<file path="src/rtl/tdm_demultiplexer.sv">
// Receive end of the 4-channel TDM link: serial bits in, four
// WIDTH-bit channel words out once per complete frame.
module tdm_demultiplexer #(
  parameter int WIDTH = 4
) (
  input  logic             clk,
  input  logic             reset,
  input  logic             bit_valid,
  input  logic             sync,
  input  logic             din,
  output logic [WIDTH-1:0] out0,
  output logic [WIDTH-1:0] out1,
  output logic [WIDTH-1:0] out2,
  output logic [WIDTH-1:0] out3,
  output logic             address0,
  output logic             address1,
  output logic             frame_valid,
  output logic             sync_error
);

  localparam int CW = (WIDTH > 1) ? $clog2(WIDTH) : 1;

  typedef enum logic [1:0] {
    HUNT,
    RECEIVE,
    FRAME_START
  } state_t;

  state_t           state;
  logic [1:0]       slot;
  logic [CW-1:0]    bitcnt;
  logic [WIDTH-1:0] shreg;
  logic [WIDTH-1:0] stage0;
  logic [WIDTH-1:0] stage1;
  logic [WIDTH-1:0] stage2;

  logic             restart;
  logic             take;
  logic             err;
  logic [WIDTH-1:0] base;
  logic [1:0]       cur_slot;
  logic [CW-1:0]    cur_cnt;
  logic [WIDTH-1:0] word;
  logic             last;

  // A sync bit (or any bit outside RECEIVE) starts a fresh slot 0.
  assign restart  = (state != RECEIVE) || sync;
  assign take     = bit_valid && ((state == RECEIVE) || sync);
  assign err      = bit_valid &&
                    (((state == RECEIVE) && sync) ||
                     ((state == FRAME_START) && !sync));
  assign base     = restart ? '0 : shreg;
  assign cur_slot = restart ? 2'd0 : slot;
  assign cur_cnt  = restart ? '0 : bitcnt;
  assign word     = (base << 1) | WIDTH'(din);
  assign last     = (cur_cnt == CW'(WIDTH - 1));

  always_ff @(posedge clk or posedge reset) begin
    if (reset) begin
      state       <= HUNT;
      slot        <= 2'd0;
      bitcnt      <= '0;
      shreg       <= '0;
      stage0      <= '0;
      stage1      <= '0;
      stage2      <= '0;
      out0        <= '0;
      out1        <= '0;
      out2        <= '0;
      out3        <= '0;
      address0    <= 1'b0;
      address1    <= 1'b0;
      frame_valid <= 1'b0;
      sync_error  <= 1'b0;
    end else begin
      frame_valid <= 1'b0;
      sync_error  <= err;
      if (bit_valid && (state == FRAME_START) && !sync)
        state <= HUNT;
      if (take) begin
        if (last) begin
          bitcnt <= '0;
          shreg  <= '0;
          case (cur_slot)
            2'd0: stage0 <= word;
            2'd1: stage1 <= word;
            2'd2: stage2 <= word;
            default: begin
              out0        <= stage0;
              out1        <= stage1;
              out2        <= stage2;
              out3        <= word;
              frame_valid <= 1'b1;
            end
          endcase
          if (cur_slot == 2'd3) begin
            state                <= FRAME_START;
            slot                 <= 2'd0;
            {address1, address0} <= 2'd0;
          end else begin
            state                <= RECEIVE;
            slot                 <= cur_slot + 2'd1;
            {address1, address0} <= cur_slot + 2'd1;
          end
        end else begin
          state                <= RECEIVE;
          shreg                <= word;
          bitcnt               <= cur_cnt + CW'(1);
          slot                 <= cur_slot;
          {address1, address0} <= cur_slot;
        end
      end
    end
  end

endmodule

</file>
<file path="config.mk">
export PLATFORM = sky130hd
export DESIGN_NAME = tdm_demultiplexer
export DESIGN_NICKNAME = d
export VERILOG_FILES = /design/src/rtl/tdm_demultiplexer.sv
export SDC_FILE = /design/constraint.sdc
export NUM_CORES = 1
export LEC_CHECK = 0
export BUFFER_PORTS_ARGS = -buffer_cell sky130_fd_sc_hd__buf_4
export CORE_MARGIN = 2
export CORE_UTILIZATION = 56
export DETAILED_ROUTE_END_ITERATION = 8
export PLACE_DENSITY_LB_ADDON = 0.15
export SETUP_SLACK_MARGIN = 0.3
export SLEW_MARGIN = 20
export SYNTH_ARGS = -nofsm -noshare
export SYNTH_HDL_FRONTEND = slang
export SYNTH_SLANG_ARGS = --single-unit
</file>
<file path="constraint.sdc">
create_clock -name clk -period 3.6 [get_ports clk]
set_input_delay 0.54 -clock clk [delete_from_list [all_inputs] [get_ports clk]]
set_output_delay 0.54 -clock clk [all_outputs]
set_load 0.01 [all_outputs]
</file>
==> impl_metrics.tcl <==
set metrics [dict create \
    status "complete, no violations" \
    finalHoldViolations 0 \
    grt_max_degree 40 \
    fin_nets 163 \
    detailed_place.area_um2 1940 \
    ctsHoldBuffers 0 \
    drt_iter0_markers 45 \
    ant_nets 0 \
    slew_headroom 0.659 \
    diodes 0 \
    num_rows 20 \
    drt_first_pass_iters 4 \
    setup-tns-final_ns 0 \
    postCtsSetupRepairBufs 0 \
    numCtsBuffers 5 \
    clk_pin_slew_worst_paths_ns 0.12 \
    core_area_um2 3000 \
    drc_errors 0 \
    drv_slew 0 \
    routed_wl_mm 2.97 \
    cts_resized 0 \
    ys_warn_count 0 \
    numClockSinks 39 \
    vias 1078 \
    ys_ff_latch 39 \
    max_cap_viol_count 0 \
    final_common_cell "dfrtp_1" \
    seq_area_frac_synth 0.562 \
    clockBufferDepth 2 \
    root_buffer "clkbuf_4" \
    crit_path_end_kind "flop" \
    syn_inst 126 \
    crit_fanout 18 \
    grt_pass1_wl_mm 4.98 \
    powerDensity_nw_per_um2 461 \
    hold_path.class "primary input to async pin" \
    final_cell_mix "dfrtp_1, mux2_2, buf_4" \
    ir_worst_vdd_mv 0.306 \
    syn_area_um2 1740 \
    worst_slew_pin_slew_ns 0.511 \
    finalPower_uw 944 \
    die_h_um 59.7 \
    syn-num-nets 134 \
    reg2reg_slack_ns 0.94 \
    htreeDepth 2 \
    period_minus_slack_ns 2.66 \
    setup_slack_ns 0.939 \
    p_leak_nw 1.05 \
    n_fill_cell 232 \
    start_kind "flop" \
    cts_tree "built" \
    worstPathArrival_ns 2.88 \
    via_per_inst 5.70 \
    crit_type "flop to flop" \
    port_buffers 24 \
    placed_cells 181 \
    place_ws_ns 0.851 \
    dieArea_um2 3560 \
    grt_overflow 0 \
    hold_ws_ns 0.303 \
    fin_crit_sh 0.739 \
    crit_required_ns 3.82 \
    initial_core_util 0.578 \
    rsz0062_at_grt "false" \
    clkLatencyLatePin_ns 0.34 \
    routedWlPerCell_um 15.7 \
    area_growth_pct 17.8 \
    hpwlAfterDp_mm 2.09 \
    synth.distinct_cells 32 \
    setup_viol 0 \
    grt_usage 0.193 \
    fin_area_um2 2050 \
    gp_congestion 0.818 \
    fp.dieW_um 59.7 \
    fmax_ghz 0.376 \
    skew_ns 0.0181 \
    postLayoutCoreUtil 0.681 \
    num_io_pins 25 \
    grt_pass1_vias 1037 \
    antenna_found_initial 0 \
    final_cells 189 \
    syn_area_per_cell_um2 13.8 \
    drive_gt1_frac 0.481 \
]
[registers in the layout, summed over array words and instances (netlist names), 2 cells and up]
name    count
out3        4
stage0      4
state       2
stage2      4
out0        4
out1        4
stage1      4
out2        4
bitcnt      2
shreg       3
[worst max-delay path, cell delays in order, from the launching register on]
cell and delay, ns:
dfrtp_1 0.55, nor3b_4 0.43, and2_2 0.23, ha_1 0.30, nand4b_4 0.18, nor2_4 0.44
mux2_2 0.39
[synthesized netlist by cell type]
cell type	count	area (µm²)
a32o_1	2	20.0
buf_2	2	10.0
nor2_4	1	11.3
mux2i_1	1	10.0
o31ai_1	1	7.51
nand2_1	6	22.5
a21oi_1	2	10.0
nor3b_4	1	18.8
a22o_1	2	17.5
nor2b_1	2	12.5
o21ai_2	1	8.76
o311ai_1	1	8.76
ha_1	3	37.5
nor2_1	2	7.51
buf_6	1	11.3
and2b_2	1	8.76
mux2_2	26	293
o21ai_0	6	30.0
nand2b_1	2	12.5
nand3_1	2	10.0
inv_1	5	18.8
o311ai_0	1	8.76
and2_2	6	45.0
and3b_2	1	10.0
nand4bb_1	1	11.3
or2_2	2	12.5
o2111ai_2	1	15.0
nand4b_4	2	47.6
nor3_1	1	5.00
nand3b_1	1	7.51
dfrtp_1	39	976
a221o_2	1	11.3
[worst paths after layout]
| kind | depth (start not counted) | start | end |
|---|---|---|---|
| max | 6 | state[0]$_DFFE_PP0P_ | out3[3]$_DFFE_PP0P_ |
| min | 3 | reset | stage2[2]$_DFFE_PP0P_ |
| max reg2reg | 6 | state[0]$_DFFE_PP0P_ | out3[3]$_DFFE_PP0P_ |
| min reg2reg | 1 | bitcnt[0]$_DFFE_PP0P_ | bitcnt[0]$_DFFE_PP0P_ |
| max in group asynchronous | 3 | reset | stage1[3]$_DFFE_PP0P_ |
| min in group clk | 2 | din | out3[0]$_DFFE_PP0P_ |
[metal layers]
metal | track usage | part of all wire | routed length [µm] | vias to the layer above
met5 | 0 | 0 | 0 | -
met4 | 0.0667 | 0.0091 | 27 | 0
met3 | 0.0519 | 0.040 | 119 | 4
met2 | 0.295 | 0.49 | 1450 | 25
met1 | 0.267 | 0.46 | 1370 | 537
li1 | - | - | - | 512
[cell type report]
type,count,area [µm²],share of cell area
well taps,33,41.3,0.0202
multi-input cells,79,721,0.352
clock inverters,2,60.1,0.0294
inverters,5,18.8,0.00917
clock buffers,6,41.3,0.0202
flip-flops and latches,39,976,0.477
repair buffers,25,188,0.0917
[power by group]
part           leakage [nW]  total [mW]  internal (mW)  switching, mW
logic                 0.472       0.101         0.0476         0.0531
registers             0.526       0.490          0.466         0.0239
clock network        0.0525       0.353          0.217          0.136
total                  1.05       0.944          0.731          0.213
[cells by family (layout without fill, tap and decap cells)]
kind of cell / Yosys count / in the layout / synth area share
compound gates: 18 / 18 / 0.0793
fa+ha+maj: 3 / 3 / 0.0216
buf+inv: 8 / 38 / 0.0231
flops: 39 / 39 / 0.562
mux: 27 / 27 / 0.174
simple gates: 31 / 31 / 0.140
Power figures use the tool's default switching activity.
